$ cat src/rtl/serial_operand_loader_pkg.sv
// Shared types and sizing helpers for the serial operand loader.
package serial_operand_loader_pkg;

    typedef enum logic {
        COLLECT = 1'b0,
        FULL    = 1'b1
    } loader_state_t;

    // Width needed to count 0..data_width inclusive.
    function automatic int count_width(input int data_width);
        return $clog2(data_width + 1);
    endfunction

endpackage

$ cat src/rtl/serial_shift_reg.sv
// One operand lane: shifts serial bits in from the MSB side so the first bit ends at index 0.
module serial_shift_reg #(
    parameter int DATA_WIDTH = 32
) (
    input  logic                  clk,
    input  logic                  reset,
    input  logic                  shift_en,
    input  logic                  clear,
    input  logic                  bit_in,
    output logic [DATA_WIDTH-1:0] data
);

    always_ff @(posedge clk) begin
        if (reset || clear) begin
            data <= '0;
        end else if (shift_en) begin
            data <= {bit_in, data[DATA_WIDTH-1:1]};
        end
    end

endmodule

$ cat src/rtl/serial_operand_loader.sv
// Collects two LSB-first serial operands and hands complete pairs to a
// single-entry output register with a valid/ready handshake.
module serial_operand_loader
    import serial_operand_loader_pkg::*;
#(
    parameter int DATA_WIDTH = 32
) (
    input  logic                                  clk,
    input  logic                                  reset,
    input  logic                                  in_valid,
    input  logic                                  in_a,
    input  logic                                  in_b,
    input  logic                                  in_clear,
    output logic                                  in_ready,
    output logic                                  out_valid,
    input  logic                                  out_ready,
    output logic [DATA_WIDTH-1:0]                 out_a,
    output logic [DATA_WIDTH-1:0]                 out_b,
    output logic [count_width(DATA_WIDTH)-1:0]    bit_count
);

    localparam int COUNT_W = count_width(DATA_WIDTH);

    loader_state_t         state;
    loader_state_t         next_state;
    logic                  accept;
    logic                  clear_frame;
    logic                  transfer;
    logic                  frame_last;
    logic [DATA_WIDTH-1:0] shift_a;
    logic [DATA_WIDTH-1:0] shift_b;

    always_ff @(posedge clk) begin
        if (reset) begin
            state <= COLLECT;
        end else begin
            state <= next_state;
        end
    end

    always_comb begin
        next_state = state;
        case (state)
            COLLECT: if (accept && frame_last) next_state = FULL;
            FULL:    if (transfer)             next_state = COLLECT;
            default: next_state = COLLECT;
        endcase
    end

    // in_ready depends only on state, so in_valid never reaches it combinationally.
    always_comb begin
        in_ready    = (state == COLLECT);
        clear_frame = in_clear && (state == COLLECT);
        accept      = in_valid && (state == COLLECT) && !in_clear;
        transfer    = (state == FULL) && (!out_valid || out_ready);
        frame_last  = (bit_count == COUNT_W'(DATA_WIDTH - 1));
    end

    always_ff @(posedge clk) begin
        if (reset) begin
            bit_count <= '0;
        end else if (clear_frame || transfer) begin
            bit_count <= '0;
        end else if (accept) begin
            bit_count <= bit_count + COUNT_W'(1);
        end
    end

    // A transfer and a consume in the same cycle keep out_valid high with the new pair.
    always_ff @(posedge clk) begin
        if (reset) begin
            out_valid <= 1'b0;
            out_a     <= '0;
            out_b     <= '0;
        end else if (transfer) begin
            out_valid <= 1'b1;
            out_a     <= shift_a;
            out_b     <= shift_b;
        end else if (out_valid && out_ready) begin
            out_valid <= 1'b0;
        end
    end

    serial_shift_reg #(.DATA_WIDTH(DATA_WIDTH)) u_shift_a (
        .clk      (clk),
        .reset    (reset),
        .shift_en (accept),
        .clear    (clear_frame),
        .bit_in   (in_a),
        .data     (shift_a)
    );

    serial_shift_reg #(.DATA_WIDTH(DATA_WIDTH)) u_shift_b (
        .clk      (clk),
        .reset    (reset),
        .shift_en (accept),
        .clear    (clear_frame),
        .bit_in   (in_b),
        .data     (shift_b)
    );

endmodule

$ cat config.mk
export PLATFORM = sky130hd
export DESIGN_NAME = serial_operand_loader
export DESIGN_NICKNAME = d
export VERILOG_FILES = /design/src/rtl/serial_operand_loader_pkg.sv /design/src/rtl/serial_shift_reg.sv /design/src/rtl/serial_operand_loader.sv
export SDC_FILE = /design/constraint.sdc
export NUM_CORES = 1
export LEC_CHECK = 0
export ABC_AREA = 1
export CELL_PAD_IN_SITES_DETAIL_PLACEMENT = 0
export CELL_PAD_IN_SITES_GLOBAL_PLACEMENT = 1
export CORE_AREA = 2 2 112 114
export CTS_CLUSTER_DIAMETER = 120
export DETAILED_ROUTE_END_ITERATION = 6
export DIE_AREA = 0 0 114 116
export PLACE_DENSITY = 0.94
export REMOVE_ABC_BUFFERS = 1
export SLEW_MARGIN = 20
export SYNTH_ARGS = -nofsm -noshare
export SYNTH_HDL_FRONTEND = slang
export SYNTH_SLANG_ARGS = --single-unit
$ cat constraint.sdc
create_clock -name clk -period 1.6 [get_ports clk]
set_input_delay 0.4 -clock clk [delete_from_list [all_inputs] [get_ports clk]]
set_output_delay 0.4 -clock clk [all_outputs]
set_load 0.02 [all_outputs]
# ---- After elaboration in Yosys (flattened, before gate mapping)
# Index checks and enable logic that the tools add are counted.
dict set report word_totals {
  reg_bits 136
  output_inout_bits 72
}
dict set report op_classes {
  n_addsub 1
  eq_ne 1
  n_mux 5
  bitwise_logic 1
  n_reduce_logical 13
}
# op count
set ops {}
lappend ops {{$add A6 B1 Y6 const B} 1}
lappend ops {{$eq A6 B5 Y1 const B} 1}
lappend ops {{$logic_and A1 B1 Y1} 6}
lappend ops {{$mux W1} 4}
lappend ops {{$logic_or A1 B1 Y1} 3}
lappend ops {{$logic_not A1 Y1} 2}
lappend ops {{$pmux W1 S2} 1}
lappend ops {{$reduce_bool A2 Y1} 1}
lappend ops {{$reduce_or A2 Y1} 1}
lappend ops {{$not A1 Y1} 1}

# ---- Logic depth before layout (Yosys ltp)
# Gate-level depths: netlist of run 1.
dict set report logic_depth {
  ltp_word 6
  ltp_mapped 8
  ltp_nobuf 7
}

# ---- Hierarchy
# A second synthesis of run 1 with hierarchy kept.
dict set report unflattened {
  hier_cells 743
  area_unflattened_um2 5390.2
}
# mod n_inst cells_each area_per_inst_um2
set modules_own_cells {}
lappend modules_own_cells {serial_shift_reg 2 203 1353.8}
lappend modules_own_cells {serial_operand_loader 1 337 2682.6}

# ---- Worst setup path before layout of run 1
# Ideal clock, no wire load.
dict set report synth_timing {
  path_type {register to register}
  startpoint {register out_valid}
  endpoint {register out_a[25]}
  setup_ns 0.119
  t_arrival_ns 1.105
  t_required_ns 1.481
  setup_slack_ns 0.376
  path_stages_with_launch 8
  n_path_buf 2
  period_less_slack_ns 1.224
  cell_sequence {dfxtp_1 nand2_1 nand2_1 inv_2 buf_4 buf_2 o21ai_0 a21oi_1}
}
dict set report synth_via {
  elab_chain_len 3
}
# item line_no
set synth_rtl {}
lappend synth_rtl {{start: declaration} serial_operand_loader.sv:15} ;# output logic out_valid,
lappend synth_rtl {{start signal: assignment} serial_operand_loader.sv:72} ;# out_valid <= 1'b0;
lappend synth_rtl {{start signal: assignment} serial_operand_loader.sv:76} ;# out_valid <= 1'b1;
lappend synth_rtl {{start signal: assignment} serial_operand_loader.sv:80} ;# out_valid <= 1'b0;
lappend synth_rtl {{$logic_not A1 Y1} serial_operand_loader.sv:55} ;# transfer = (state == FULL) && (!out_valid || out_ready);
lappend synth_rtl {{$logic_or A1 B1 Y1} serial_operand_loader.sv:55}
lappend synth_rtl {{$logic_and A1 B1 Y1} serial_operand_loader.sv:55}
lappend synth_rtl {{end signal: assignment} serial_operand_loader.sv:77} ;# out_a <= shift_a;
lappend synth_rtl {{end: declaration} serial_operand_loader.sv:17} ;# output logic [DATA_WIDTH-1:0] out_a,
# Every way passes these cells.
# A chain may end at the register's enable or synchronous reset.

# ---- Worst setup path in the final report of run 1
dict set report layout_timing {
  startpoint {register bit_count[2]}
  endpoint {output port bit_count[2]}
}
# item line_no
set layout_rtl {}
lappend layout_rtl {{start: declaration} serial_operand_loader.sv:19} ;# output logic [count_width(DATA_WIDTH)-1:0] bit_count
lappend layout_rtl {{start signal: assignment} serial_operand_loader.sv:65} ;# bit_count <= bit_count + COUNT_W'(1);
# No word-level cell between the ends.

==> results of run 1 <==
## metal layers
metal	up-vias	GRT usage	routed length, um
met1	1784	0.194	4640
li1	2006	-	-
met3	12	0.0612	482
met5	-	0	0
met4	0	0.0610	136
met2	66	0.272	4790
## what timing repair did
item / 4_1_cts / 5_1_grt
buffers inserted: 0 / 0
endpoints found under the setup margin: 72 / 3
gates resized for setup: 73 / 4
hold buffers: 0 / 0
## synthesized netlist by cell type (2+ instances only)
| library cell | instances | share of area |
|---|---|---|
| dfxtp_1 | 136 | 0.54 |
| a211oi_1 | 6 | 0.0089 |
| buf_4 | 7 | 0.010 |
| a211oi_2 | 50 | 0.12 |
| buf_2 | 23 | 0.023 |
| o21ai_0 | 65 | 0.064 |
| nand3_1 | 4 | 0.0040 |
| inv_1 | 62 | 0.046 |
| a21oi_1 | 70 | 0.069 |
| nand2_1 | 31 | 0.023 |
| clkbuf_1 | 8 | 0.0059 |
| nor2_1 | 79 | 0.059 |
| inv_2 | 3 | 0.0022 |
| buf_6 | 3 | 0.0067 |
| nand2_2 | 2 | 0.0025 |
| nor3_1 | 2 | 0.0020 |
## cell families (layout without fill, tap and decap cells)
logic type	after synthesis	after routing	synth area share
AOI/OAI and AO/OA	191	191	0.266
xor gates and xnor gates	1	1	0.00173
adders and majority gates	1	1	0.00247
buffers and inverters	106	194	0.0940
DFF	136	136	0.538
and+or+nand+nor	122	122	0.0975
## worst max path at each step
stage | from | end | slack, ns | depth (start not counted)
floorplan | reset | u_shift_b.data[10] | -0.98 | 3
global placement | out_ready | out_b[18] | -0.14 | 8
detailed placement | out_ready | out_a[29] | -0.17 | 8
CTS | bit_count[1] | bit_count[1] | 0.005 | 1
global route | bit_count[2] | bit_count[2] | 0.001 | 1
finish | bit_count[2] | bit_count[2] | 0.06 | 1
## final cells by class
| type | instances | area [um^2] |
|---|---|---|
| Clock buffer | 20 | 457 |
| Clock inverter | 12 | 196 |
| Fill cell | 1110 | 5300 |
| Inverter | 65 | 245 |
| Multi-Input combinational cell | 315 | 1870 |
| Sequential cell | 136 | 2720 |
| Tap cell | 147 | 184 |
| Timing Repair Buffer | 97 | 940 |
## power breakdown
group	leakage, nW	internal, mW	total [mW]	switching, mW
Clock	0.312	2.84	4.26	1.42
Combinational	1.36	0.125	0.343	0.218
Sequential	1.10	3.43	3.46	0.0231
Total	2.77	6.40	8.06	1.66
## per-stage QoR
step | util | power [mW]
6_report | 0.555 | 8.06
5_1_grt | 0.555 | 8.35
4_1_cts | 0.556 | 8.15
3_5_place_dp | 0.508 | 3.87
3_3_place_gp | 0.508 | 3.86
2_1_floorplan | - | 3.75
## state kept, by name (all words and copies together), names as in the netlist
register / cells
bit_count: 6
out_a: 32
out_b: 32
out_valid: 1
state: 1
u_shift_a.data: 32
u_shift_b.data: 32
==> qor.txt, run 1 <==
Synth cell types -> 22
Worst slew margin -> 0.835
Clk Latency, worst-skew pair -> 0.42 ns
DR vias -> 3868
# H-tree levels -> 4
critical path arrival -> 1.14 ns
CTS tree -> built
most common cell after layout, fill and taps aside -> dfxtp_1
DRC -> 0
Worst Hold Path EP -> u_shift_b.data[6]
final hold slack -> 0.460 ns
hold path startpoint -> u_shift_b.data[7]
root buffer cell -> clkbuf_16
CTS Sinks -> 136
setup TNS -> 0 ns
critical path type -> flip-flop to output port
register area share after synthesis -> 0.538
DR pass1 iterations -> 4
Final Worst Setup Slack -> 0.0644 ns
DP Cell Count -> 760
most frequent cells in the layout -> dfxtp_1 (136), nor2_1 (79), a21oi_1 (70)
Crit Reg-Reg Startpoint -> out_valid
Die X -> 114 um
worst flop-to-flop path endpoint -> out_a[7]
Post-DRT Antenna Nets -> 0
Area after DPL -> 6050 um^2
IO buf count -> 78
Post-Layout Cell Count -> 792
core area -> 11900 um^2
Setup crit start kind -> flip-flop
Worst path max stage delay -> 0.40 ns
Synth Warn # -> 0
DP HPWL -> 6660 um
Final Hold Viols -> 0
largest net degree at the start of global routing -> 56
post-DR wirelength/cell -> 12.7 um
period utilisation layout -> 0.960
VDD IR max -> 0.000730 V
Ports -> 79
hold-critical path depth -> 2
CP max stage cell -> dfxtp_1
initial antenna violation count -> 0
GRT Util Overall -> 0.164
Slew Limit Fails -> 0
Max Clock Skew -> 0.00926 ns
Pleak -> 2.77 nW
max-cap viol count -> 0
Synth Flop Type -> dfxtp_1
global-route wire length before repair -> 17100 um
number of global-route vias before repair -> 3721
Initial Util -> 0.425
# setup viols final -> 0
Clock transition at path regs -> 0.06 ns
Critical Path RT -> 1.20 ns
FFs w/ async S/R, synth -> 0
Ant. Diodes -> 0
Post-Syn Area -> 5060 um^2
CP Buf/Inv Count -> 1
highest clock rate -> 651 MHz
Area Growth Syn to Fin -> 30.7%
first-iteration detailed-routing DRC count -> 125
Placer Congestion -> 0.816
pwr dens -> 1220 nW/um^2
Worst Hold Class -> flip-flop to flip-flop
Max FO, Critical Path -> 5
synthesized flop and latch total -> 136
critical-path cell list -> clkdlybuf4s15_1
fin nets -> 640
Reg2Reg Depth -> 6
full die area -> 13200 um^2
status -> complete, no violations
crit end category -> output port
pre-CTS WS -> -0.169 ns
Worst Max-Slew Pin Slew -> 0.249 ns
vias per cell -> 4.88
Num CTS Buffers -> 17
height of the die -> 116 um
Syn Area/Cell -> 9.08 um^2
minimum clock period -> 1.54 ns
R2R Setup Slk -> 0.34 ns
layout cells sized above 1 -> 0.171
Top delay family on crit path -> flip-flops
fin area -> 6610 um^2
Post-Synthesis Cells -> 557
final wirelength -> 10000 um
Post-synth EDFFs -> 0
RSZ-0062 raised after global routing -> no
Rows -> 40
deepest clock path buffer count -> 2
Overflow after GRT -> 0
(Power assumes the default switching activity.)
==> run 2, diff against run 1 <==
--- a/config.mk
+++ b/config.mk
@@ -8,11 +8,11 @@
 export ABC_AREA = 1
 export CELL_PAD_IN_SITES_DETAIL_PLACEMENT = 0
 export CELL_PAD_IN_SITES_GLOBAL_PLACEMENT = 1
-export CORE_AREA = 2 2 112 114
+export CORE_AREA = 2 2 122 124
 export CTS_CLUSTER_DIAMETER = 120
 export DETAILED_ROUTE_END_ITERATION = 6
-export DIE_AREA = 0 0 114 116
-export PLACE_DENSITY = 0.94
+export DIE_AREA = 0 0 124 126
+export PLACE_DENSITY = 0.85
 export REMOVE_ABC_BUFFERS = 1
 export SLEW_MARGIN = 20
 export SYNTH_ARGS = -nofsm -noshare
==> constraint.sdc (replaced) <==
create_clock -name clk -period 1.3 [get_ports clk]
set_input_delay 0.325 -clock clk [delete_from_list [all_inputs] [get_ports clk]]
set_output_delay 0.325 -clock clk [all_outputs]
set_load 0.02 [all_outputs]
==> run 2 against run 1 <==
Worst hold slack improved by 0.0075 ns; count of clock-buffer cells in the layout did not move; setup slack lost 0.029 ns; clock skew down 0.0022 ns; combinational power up 43%; cell area shrank 1.4%; critical path depth did not move.
==> qor.txt, run 2 (synthesis gave the netlist of run 1 again) <==
core area -> 14300 um^2
critical-path cell list -> buf_2
Worst path max stage delay -> 0.35 ns
status -> complete, no violations
CTS Sinks -> 136
Reg power frac -> 0.457
Pleak -> 2.65 nW
critical path arrival -> 0.94 ns
Initial Util -> 0.353
CTS Hold Bufs -> 0
vias per cell -> 4.66
height of the die -> 126 um
final wirelength -> 10400 um
# setup viols final -> 0
number of global-route vias before repair -> 3763
Final Hold Viols -> 0
initial antenna violation count -> 0
post-DR wirelength/cell -> 12.3 um
most common cell after layout, fill and taps aside -> dfxtp_1
Worst Max-Slew Pin Slew -> 0.236 ns
DRC -> 0
CP max stage cell -> dfxtp_1
Slew Limit Fails -> 0
Critical Path RT -> 0.98 ns
critical path type -> flip-flop to output port
Clock power frac -> 0.490
Setup crit start kind -> flip-flop
DR vias -> 3927
layout cells sized above 1 -> 0.299
IO buf count -> 78
Setup Fix Bufs, Post-CTS -> 0
CP Buf/Inv Count -> 1
Sw Share -> 0.223
Die X -> 124 um
Clk Latency, worst-skew pair -> 0.42 ns
VDD IR max -> 0.000779 V
largest net degree at the start of global routing -> 66
DP HPWL -> 6940 um
# H-tree levels -> 4
CTS tree -> built
Clock transition at path regs -> 0.06 ns
Fillers -> 1361
DR pass1 iterations -> 4
full die area -> 15600 um^2
RSZ-0062 raised after global routing -> yes
Ant. Diodes -> 0
sw power -> 2.07 mW
global-route wire length before repair -> 17300 um
Ports -> 79
Worst Hold Class -> flip-flop to flip-flop
Internal -> 7.24 mW
minimum clock period -> 1.26 ns
Total Power -> 9.31 mW
logic gate share of total power -> 0.053
Max FO, Critical Path -> 2
Top delay family on crit path -> flip-flops
max-cap viol count -> 0
GRT Util Overall -> 0.139
final hold slack -> 0.468 ns
Rows -> 44
highest clock rate -> 791 MHz
Area Growth Syn to Fin -> 28.9%
Placer Congestion -> 0.758
first-iteration detailed-routing DRC count -> 220
pwr dens -> 1430 nW/um^2
Overflow after GRT -> 0
Max Clock Skew -> 0.00702 ns
fin nets -> 654
Worst slew margin -> 0.843
Num CTS Buffers -> 17
crit end category -> output port
root buffer cell -> clkbuf_16
period utilisation layout -> 0.973
most frequent cells in the layout -> dfxtp_1 (135), nor2_1 (77), a21oi_1 (70)
deepest clock path buffer count -> 2
Post-DRT Antenna Nets -> 0
-- run 2: changes by cell type in the layout (fill, tap and decap cells not counted), sizes merged --
cell           delta
clkbuf            -2
dlygate4sd2      -69
clkdlybuf4s15     -1
clkinv            +3
bufinv            -3
buf              +86
clkinvlp          -1
-- run 2: what timing repair did --
item / in CTS / in global routing
pin swaps: 0 / 0
endpoints found under the setup margin: 73 / 16
gates cloned: 0 / 0
endpoints found under the hold margin: 0 / 0
gates resized for setup: 289 / 15
-- run 2: metal layers --
layer	vias up	global-route usage	share of wire
met5	-	0	0
met4	0	0.0582	0.020
met3	19	0.0439	0.053
met2	95	0.224	0.47
met1	1786	0.171	0.46
li1	2027	-	-
-- run 2: final timing paths --
| path | start | endpoint | slack, ns | cells after the start |
|---|---|---|---|---|
| worst max-delay path | out_a[13] | out_a[13] | 0.04 | 1 |
| worst min-delay path | u_shift_b.data[0] | u_shift_b.data[0] | 0.47 | 2 |
| worst max register to register | state | u_shift_a.data[27] | 0.04 | 7 |
| worst min register to register | u_shift_b.data[0] | u_shift_b.data[0] | 0.47 | 2 |
-- run 2: power groups by stage --
stage / Sequential, mW / Clock (mW) / Combinational (mW)
2_1_floorplan: 4.34 / 0 / 0.276
4_1_cts: 4.25 / 4.66 / 0.491
5_1_grt: 4.26 / 4.89 / 0.538
6_report: 4.25 / 4.57 / 0.491
3_3_place_gp: 4.34 / 0 / 0.475
3_5_place_dp: 4.34 / 0 / 0.488
-- run 2: final cells by class --
cell class | count | area [um^2] | area share
inverters | 65 | 248 | 0.0380
clock buffers | 20 | 437 | 0.0670
flip-flops and latches | 136 | 2720 | 0.418
multi-input cells | 315 | 1890 | 0.289
repair buffers | 111 | 871 | 0.134
clock inverters | 11 | 125 | 0.0192
well taps | 184 | 230 | 0.0353
-- run 2: tightest hold or removal path, delay by kind of cell, from the launching register on --
family	cells	cell delay, ns
AND/OR/NAND/NOR	1	0.06
AO/OA/AOI/OAI	1	0.06
flip-flops	1	0.30
-- run 2: metrics by stage --
stage,TNS (ns),area (um^2),cells,utilization,setup WS (ns)
final,0,6520,842,0.456,0.0357
after global routing,-0.0219,6520,842,0.456,-0.0151
after CTS,-0.0213,6480,842,0.453,-0.0124
after detailed placement,-37.69,6280,811,0.439,-0.399
after global placement,-36.42,6280,811,0.439,-0.366
after floorplan,-111.86,4830,516,-,-1.21
